File: config.mk
export PLATFORM = sky130hd
export DESIGN_NAME = tristate_rx
export DESIGN_NICKNAME = d
export VERILOG_FILES = /design/src/rtl/tristate_rx_pkg.sv /design/src/rtl/line_filter.sv /design/src/rtl/tristate_rx.sv
export SDC_FILE = /design/constraint.sdc
export NUM_CORES = 1
export LEC_CHECK = 0
export CAP_MARGIN = 30
export CORE_MARGIN = 2
export CORE_UTILIZATION = 45
export DETAILED_ROUTE_END_ITERATION = 12
export GPL_ROUTABILITY_DRIVEN = 0
export GPL_TIMING_DRIVEN = 0
export PLACE_DENSITY_LB_ADDON = 0.3
export SLEW_MARGIN = 30
export SYNTH_ARGS = -nofsm -noshare
export SYNTH_HDL_FRONTEND = slang
export SYNTH_SLANG_ARGS = --single-unit
export TNS_END_PERCENT = 1
File: constraint.sdc
create_clock -name clk -period 1.8 [get_ports clk]
set_input_delay 0.45 -clock clk [delete_from_list [all_inputs] [get_ports clk]]
set_output_delay 0.45 -clock clk [all_outputs]
set_load 0.02 [all_outputs]
File: src/rtl/tristate_rx_pkg.sv
// Shared types and constants for the single-wire half-duplex receiver.
package tristate_rx_pkg;

  typedef enum logic [1:0] {
    IDLE,
    START,
    DATA,
    STOP
  } state_t;

  localparam int   DATA_BITS  = 8;
  localparam logic STOP_LEVEL = 1'b1;

endpackage

File: src/rtl/line_filter.sv
// Two-flop synchronizer plus 3-tap majority vote; idles high. Pin to line_f takes 3-4 cycles.
module line_filter (
  input  logic clk,
  input  logic rst_n,
  input  logic pin_in,
  output logic line_f
);

  logic [1:0] sync;
  logic [1:0] taps;

  always_ff @(posedge clk) begin
    if (!rst_n) begin
      sync   <= 2'b11;
      taps   <= 2'b11;
      line_f <= 1'b1;
    end else begin
      sync   <= {sync[0], pin_in};
      taps   <= {taps[0], sync[1]};
      line_f <= (sync[1] & taps[0]) | (sync[1] & taps[1]) | (taps[0] & taps[1]);
    end
  end

endmodule

File: src/rtl/tristate_rx.sv
// 8N1 receiver for a shared single-wire pin, blanked while the local driver owns the line
// and for GUARD cycles after release; bytes leave on a valid/ready handshake.
module tristate_rx
  import tristate_rx_pkg::*;
#(
  parameter int CLKS_PER_BIT = 16,
  parameter int GUARD        = 4
) (
  input  logic                 clk,
  input  logic                 rst_n,
  input  logic                 pin_in,
  input  logic                 oe,
  output logic [DATA_BITS-1:0] rx_data,
  output logic                 rx_valid,
  input  logic                 rx_ready,
  output logic                 overrun,
  output logic                 frame_err,
  output logic                 busy
);

  localparam int CW = $clog2(CLKS_PER_BIT);
  localparam int GW = (GUARD > 0) ? $clog2(GUARD + 1) : 1;
  localparam int BW = $clog2(DATA_BITS);

  localparam logic [CW-1:0] HALF_RELOAD = CW'(CLKS_PER_BIT / 2 - 1);
  localparam logic [CW-1:0] BIT_RELOAD  = CW'(CLKS_PER_BIT - 1);
  localparam logic [GW-1:0] GUARD_LOAD  = GW'(GUARD);
  localparam logic [BW-1:0] LAST_BIT    = BW'(DATA_BITS - 1);

  state_t               state, state_n;
  logic [CW-1:0]        cnt, cnt_n;
  logic [BW-1:0]        bit_idx, bit_n;
  logic [DATA_BITS-1:0] shreg, shreg_n;
  logic [GW-1:0]        guard;
  logic                 line_f;
  logic                 line_prev;
  logic                 blank;
  logic                 good_stop;
  logic                 bad_stop;
  logic                 accept;

  line_filter u_filter (
    .clk    (clk),
    .rst_n  (rst_n),
    .pin_in (pin_in),
    .line_f (line_f)
  );

  assign blank  = oe | (guard != '0);
  assign accept = rx_valid & rx_ready;
  assign busy   = (state != IDLE);

  always_comb begin
    state_n   = state;
    cnt_n     = cnt;
    bit_n     = bit_idx;
    shreg_n   = shreg;
    good_stop = 1'b0;
    bad_stop  = 1'b0;
    if (blank) begin
      // Own transmission or turnaround: drop any frame in progress silently.
      state_n = IDLE;
    end else begin
      case (state)
        IDLE: begin
          if (line_prev && !line_f) begin
            state_n = START;
            cnt_n   = HALF_RELOAD;
          end
        end
        START: begin
          if (cnt == '0) begin
            if (!line_f) begin
              state_n = DATA;
              bit_n   = '0;
              cnt_n   = BIT_RELOAD;
            end else begin
              state_n = IDLE;
            end
          end else begin
            cnt_n = cnt - 1'b1;
          end
        end
        DATA: begin
          if (cnt == '0) begin
            shreg_n = {line_f, shreg[DATA_BITS-1:1]};
            cnt_n   = BIT_RELOAD;
            if (bit_idx == LAST_BIT) state_n = STOP;
            else                     bit_n   = bit_idx + 1'b1;
          end else begin
            cnt_n = cnt - 1'b1;
          end
        end
        STOP: begin
          if (cnt == '0) begin
            state_n = IDLE;
            if (line_f == STOP_LEVEL) good_stop = 1'b1;
            else                      bad_stop  = 1'b1;
          end else begin
            cnt_n = cnt - 1'b1;
          end
        end
        default: state_n = IDLE;
      endcase
    end
  end

  always_ff @(posedge clk) begin
    if (!rst_n) begin
      state     <= IDLE;
      cnt       <= '0;
      bit_idx   <= '0;
      shreg     <= '0;
      line_prev <= 1'b1;
      guard     <= '0;
      rx_data   <= '0;
      rx_valid  <= 1'b0;
      overrun   <= 1'b0;
      frame_err <= 1'b0;
    end else begin
      state     <= state_n;
      cnt       <= cnt_n;
      bit_idx   <= bit_n;
      shreg     <= shreg_n;
      line_prev <= line_f;
      overrun   <= 1'b0;
      frame_err <= bad_stop;

      if (oe)                guard <= GUARD_LOAD;
      else if (guard != '0)  guard <= guard - 1'b1;

      // A byte landing on an accept cycle replaces the outgoing one without a gap.
      if (good_stop) begin
        if (!rx_valid || accept) begin
          rx_data  <= shreg;
          rx_valid <= 1'b1;
        end else begin
          overrun <= 1'b1;
        end
      end else if (accept) begin
        rx_valid <= 1'b0;
      end
    end
  end

endmodule

# After elaboration in Yosys (flattened, before gate mapping)
# Index checks and enable logic that the tools add are counted.
[totals]
ff_bits = 37
input_bits = 5
out_inout_bits = 12
elab_cells = 92
[classes]
n_addsub = 3
eq_ne = 14
n_mux = 29
bitwise = 11
reduce_logical = 21
[op_table]
columns = ["op", "n"]
rows = [
  ["4-bit two-way mux", 5],
  ["3-bit two-way mux", 6],
  ["2-bit != test (second input constant)", 8],
  ["4-bit case mux with 4 select lines", 1],
  ["2-bit two-way mux", 6],
  ["1-bit two-way mux", 9],
  ["2-bit case mux with 4 select lines", 1],
  ["2-bit nonzero test", 4],
  ["3-bit case mux with 2 select lines", 1],
  ["2-bit AND reduction", 3],
  ["6-bit AND reduction", 1],
  ["5-bit AND reduction", 1],
  ["1-bit AND", 4],
  ["2-bit equality test (second input constant)", 2],
  ["4-bit zero test", 1],
  ["1-bit NOT", 4],
  ["4-bit AND reduction", 1],
  ["2-bit OR reduction", 2],
  ["4-bit OR reduction", 1],
  ["4-bit by 1-bit subtractor with 4-bit output (second input constant)", 1],
  ["3-bit by 1-bit adder with 3-bit output (second input constant)", 1],
  ["3-bit equality test (second input constant)", 1],
  ["3-bit != test (second input constant)", 1],
  ["1-bit bitwise OR", 3],
  ["other kinds (9)", 10],
]

# Longest topological paths before layout
[depth]
ltp_word = 6
mapped_depth = 9
ltp_nobuf = 7

# By module
# A second synthesis with hierarchy kept.
[unflattened]
hier_cells = 174
area_unflattened_um2 = 1684.1
[modules_own_cells]
columns = ["module", "n_inst", "cells_each", "area_each_um2", "seq_area_each_um2"]
rows = [
  ["tristate_rx", 1, 162, 1545.2, 640.6],
  ["line_filter", 1, 12, 138.9, 100.1],
]

# Worst setup path before layout
# No wires, ideal clock.
[synth_path]
kind = "reg-to-reg"
start = "register guard[0]"
end = "register overrun"
setup_time_ns = 0.116
arrival_time_ns = 1.645
required_time_ns = 1.684
setup_slack_ns = 0.039
stages_incl_launch_ff = 10
path_buffers = 2
synth_period_minus_slack_ns = 1.761
cell_sequence = "dfxtp_1 -> inv_1 -> ha_1 -> ha_1 -> buf_2 -> nor2b_1 -> and2_1 -> buf_2 -> and3_1 -> and3_1"
[synth_via]
elab_chain_cells = 4
[synth_rtl]
columns = ["element", "line", "source"]
rows = [
  ["from (decl)", "tristate_rx.sv:34", "logic [GW-1:0] guard;"],
  ["from (signal assigned)", "tristate_rx.sv:130", "else if (guard != '0) guard <= guard - 1'b1;"],
  ["3-bit nonzero test", "tristate_rx.sv:49", "assign blank = oe | (guard != '0);"],
  ["1-bit bitwise OR", "tristate_rx.sv:49", ""],
  ["1-bit two-way mux", "tristate_rx.sv:60", "if (blank) begin"],
  ["2-bit AND reduction (no source line)", "n/a", ""],
  ["to (signal assigned)", "tristate_rx.sv:118", "overrun <= 1'b0;"],
  ["to (signal assigned)", "tristate_rx.sv:126", "overrun <= 1'b0;"],
  ["to (signal assigned)", "tristate_rx.sv:138", "overrun <= 1'b1;"],
  ["to (decl)", "tristate_rx.sv:16", "output logic overrun,"],
]
# No other way between the ends.
# A chain may end at the register's enable or synchronous reset.

# Final worst setup path
[layout_path]
start = "register state[0]"
end = "output port busy"
[layout_via]
elab_chain_cells = 1
[layout_rtl]
columns = ["element", "line", "source"]
rows = [
  ["from (decl)", "tristate_rx.sv:30", "state_t state, state_n;"],
  ["from (signal assigned)", "tristate_rx.sv:121", "state <= state_n;"],
  ["2-bit nonzero test", "tristate_rx.sv:51", "assign busy = (state != IDLE);"],
  ["to (decl)", "tristate_rx.sv:18", "output logic busy"],
]
# No other way between the ends.

==> impl_summary.log <==
[metrics] status: complete, but fails checks
[metrics] violated checks: negative setup slack
[metrics] TritonCTS Sinks: 37
[metrics] relative contribution of the clock network to total power: roughly a third
[metrics] count of vias placed by the detailed router: between 1,000 and 1,500
[metrics] Final Critical Period: about 1.8 ns
[metrics] Initial Utilization: 46.8%
[metrics] number of inserted filler cells in the final layout: 301
[metrics] Power per Cell Area: ~680 nW/um2
[metrics] number of synthesis warnings: 0
[metrics] Internal Pwr Total: between 1 and 1.5 mW
[metrics] reported net switching power: around 0.35 mW
[metrics] average wire per cell in the routed design: approximately 14 um
[metrics] PortBufs: 16
[metrics] critical path data required time: 1.35 ns
[metrics] number of hold violations in the final report: 0
[metrics] placeable core region: ~3700 um2
[metrics] gate count of the mapped netlist: 180
[metrics] flip-flop and latch count after synthesis: 37
[metrics] final std cell area, no fill: between 2000 and 2500 um2
[metrics] clock root cell: sky130_fd_sc_hd__clkbuf_8
[metrics] Max Freq: 0.543 GHz
[metrics] final period utilization: 102%
[metrics] number of max-capacitance violations reported: 0
[metrics] count of pins over their slew limit: 0
[metrics] WL met2: between 1500 and 2000 um
[metrics] P&R area growth vs syn: 30.0%
[metrics] Antenna Cells: 0
[metrics] net count after synthesis: 195
[metrics] maximum VDD drop: 0.000518 V
[metrics] clock skew after layout: between 0.007 and 0.008 ns
[metrics] number of vias per cell after detailed routing: between 5 and 6
[metrics] Crit Path Category: register to output port
[metrics] worst min-delay path category: register to register
[metrics] global-route wire length before repair: 5900 um
[metrics] # DRC: 0
[metrics] Net Sw Frac: 23.5%
[metrics] die extent in y: approximately 66 um
[metrics] number of distinct library cells after synthesis: 39
[metrics] Total Wirelength: approximately 3600 um
[metrics] instance area after placement: 1930 um2
[metrics] setup repair after global routing missed its margin: true
[metrics] sort of element at the end of the critical path: output port
[metrics] detailed-route wire length on metal 1: ~1500 um
[metrics] synthesized area: 1710 um2
[metrics] sum of met3 wire segment lengths after detailed routing: 160 um
[metrics] die area: around 4300 um2
[metrics] top-level I/O count: 17
[metrics] Final Core Density: 60.8%
[metrics] TritonRoute pass-1 iters: 5
[metrics] crit path launch type: register
[metrics] total congestion overflow after global routing: 0
[metrics] share of post-route cells with drive strength above 1: a little over a fifth
[metrics] initial detailed-routing violation count: 39
[metrics] Post-Syn Area per Cell: around 9.5 um2
[metrics] peak fanout along the critical path: 7
[metrics] P_leak: 0.842 nW
[metrics] Rows: 22
[metrics] transition at the pin with the smallest max-transition slack: between 0.4 and 0.5 ns
[metrics] Max Used Layer: met4
[metrics] pin count of the biggest net entering global routing: 11
[metrics] final setup margin: -0.0406 ns
[metrics] die extent in x: ~66 um
[metrics] vias in the first global route: ~1,300
[metrics] post-CTS clock slew at the launch and capture registers of the worst setup and hold paths: ~0.070 ns
[metrics] Max transition margin: between 60% and 70%
[metrics] total number of H-tree levels: 2
[metrics] TritonCTS clock tree: yes
[metrics] part of the Yosys area used for sequential elements: 43.2%
[metrics] cts bufs inserted: 5
[metrics] clock network latency to the later pin of the worst-skew pair: between 0.2 and 0.3 ns
[metrics] final setup vio count: 4
[metrics] relative contribution of combinational cells to total power: under 10%
[metrics] antenna violations before repair: 0
[metrics] HPWL reported at the end of detailed placement: 2370 um
[metrics] global routing usage summed across all routing layers: between 10% and 20%
[metrics] clock tree buffer depth: 2
[metrics] number of nets in the final layout: between 200 and 250
[metrics] worst endpoint data arrival time: 1.39 ns
[metrics] share of total power in sequential cells: 55.2%
[metrics] count of nets left with antenna violations after detail routing: 0
==> sequential cells by signal, indices dropped and copies added, names as in the netlist, 2 cells and up, named ones only <==
name,flops
u_filter.sync,2
guard,3
bit_idx,3
shreg,8
rx_data,8
u_filter.taps,2
cnt,4
==> timing repair <==
action	in CTS	in global routing
endpoints found under the setup margin	26	28
gates resized for setup	26	19
hold endpoints to repair	0	0
hold buffers	0	0
pin swaps	1	9
buffers inserted	3	6
==> power groups by stage <==
stage	Sequential [mW]	Combinational [mW]	Clock [mW]
2_1_floorplan	0.852	0.0788	0
3_3_place_gp	0.853	0.103	0
3_5_place_dp	0.854	0.110	0
4_1_cts	0.836	0.133	0.546
5_1_grt	0.833	0.165	0.585
6_report	0.832	0.150	0.524
==> synth_stat cells, drive strengths merged <==
cell type,n,area share (%)
nand2,17,3.7
nand3,9,2.6
and2,1,0.37
nand3b,1,0.44
o211a,2,1.2
or4b,1,0.58
nor2b,13,4.7
a32oi,1,0.51
mux2i,10,5.8
inv,10,2.2
nor4,1,0.37
clkbuf,4,0.88
nand2b,8,2.9
nor4b,2,1.0
o21ai,2,0.58
or3b,1,0.51
dfxtp,37,43
a221oi,1,1.5
nor3b,3,2.0
a2bb2oi,1,0.51
o31a,1,0.51
a21boi,11,4.8
xor2,1,0.51
nor2,10,2.2
a21o,1,0.44
ha,10,7.3
a21oi,6,1.8
a32o,1,0.58
buf,3,1.0
or4bb,1,0.66
or3,1,0.37
and3,2,0.73
or2,2,0.73
o211ai,1,0.44
o21a,3,1.3
o2111ai,1,0.88
==> layout by cell type (no fill, tap or decap), types with 2 or more instances in the layout <==
cell type                         Yosys  layout
sky130_fd_sc_hd__a21boi_0            10       7
sky130_fd_sc_hd__a21boi_1             1       4
sky130_fd_sc_hd__a21oi_1              6       6
sky130_fd_sc_hd__and3_1               2       2
sky130_fd_sc_hd__buf_4                1       8
sky130_fd_sc_hd__buf_6                0       4
sky130_fd_sc_hd__clkbuf_1             4       4
sky130_fd_sc_hd__clkbuf_8             0       5
sky130_fd_sc_hd__clkdlybuf4s50_1      0      15
sky130_fd_sc_hd__dfxtp_1             37      32
sky130_fd_sc_hd__dfxtp_2              0       2
sky130_fd_sc_hd__dfxtp_4              0       3
sky130_fd_sc_hd__ha_1                10       4
sky130_fd_sc_hd__ha_2                 0       3
sky130_fd_sc_hd__ha_4                 0       3
sky130_fd_sc_hd__inv_1               10       8
sky130_fd_sc_hd__inv_2                0       2
sky130_fd_sc_hd__mux2i_1             10       9
sky130_fd_sc_hd__nand2_1             17      17
sky130_fd_sc_hd__nand2b_1             8       7
sky130_fd_sc_hd__nand3_1              9       8
sky130_fd_sc_hd__nor2_1              10      10
sky130_fd_sc_hd__nor2b_1             13      12
sky130_fd_sc_hd__nor3b_1              2       2
sky130_fd_sc_hd__o211a_1              2       2
sky130_fd_sc_hd__o21a_1               3       3
sky130_fd_sc_hd__or2_4                0       2
==> per-stage QoR <==
step | setup TNS [ns] | std cells | power, mW | setup slack [ns] | hold slack, ns
after global routing | -1.40 | 259 | 1.58 | -0.143 | 0.442
after floorplan | 0 | 180 | 0.931 | 0.0392 | 0.386
after detailed placement | -4.26 | 244 | 0.963 | -0.310 | 0.405
after global placement | -3.22 | 244 | 0.956 | -0.266 | 0.398
after CTS | -0.207 | 253 | 1.51 | -0.0597 | 0.424
final | -0.0727 | 259 | 1.51 | -0.0406 | 0.426
==> per-layer routing <==
layer,vias up,global-route usage [%]
met5,-,0
met4,0,8.07
met3,7,5.65
met2,29,30.2
met1,658,21.5
li1,679,-
==> critical path: stages (launching register included) <==
cell and delay [ns]:
sky130_fd_sc_hd__dfxtp_2 0.35, sky130_fd_sc_hd__inv_1 0.12, sky130_fd_sc_hd__ha_2 0.30, sky130_fd_sc_hd__inv_1 0.08
sky130_fd_sc_hd__clkdlybuf4s15_2 0.25
==> layout make-up <==
class	instances	area, um2	share of cell area (%)
buffer	7	48.8	2.19
multi-input combinational	126	1020	45.8
inverter	10	37.5	1.69
sequential	37	754	33.9
tap	48	60.1	2.70
clock buffer	5	68.8	3.09
clock inverter	1	5.00	0.225
timing repair buffer	25	233	10.4
==> worst paths after layout <==
check	start	to	slack [ns]	cells after the start
setup / recovery	state[0]$_SDFFE_PP0P_	busy	-0.04	4
hold / removal	u_filter.sync[0]$_SDFF_PN1_	u_filter.sync[1]$_SDFF_PN1_	0.43	1
setup reg to reg	cnt[1]$_SDFFE_PN0P_	rx_data[0]$_SDFFE_PN0P_	-0.02	7
hold reg to reg	u_filter.sync[0]$_SDFF_PN1_	u_filter.sync[1]$_SDFF_PN1_	0.43	1
==> cells by family after synthesis <==
logic type | synth area share, %
xor gates and xnor gates | 0.511
DFF | 43.2
buffers and inverters | 4.09
adders and majority gates | 7.30
and+or+nand+nor | 24.0
muxes | 5.84
AOI/OAI and AO/OA | 15.0
Note: power is estimated with default switching activity, not from simulation.
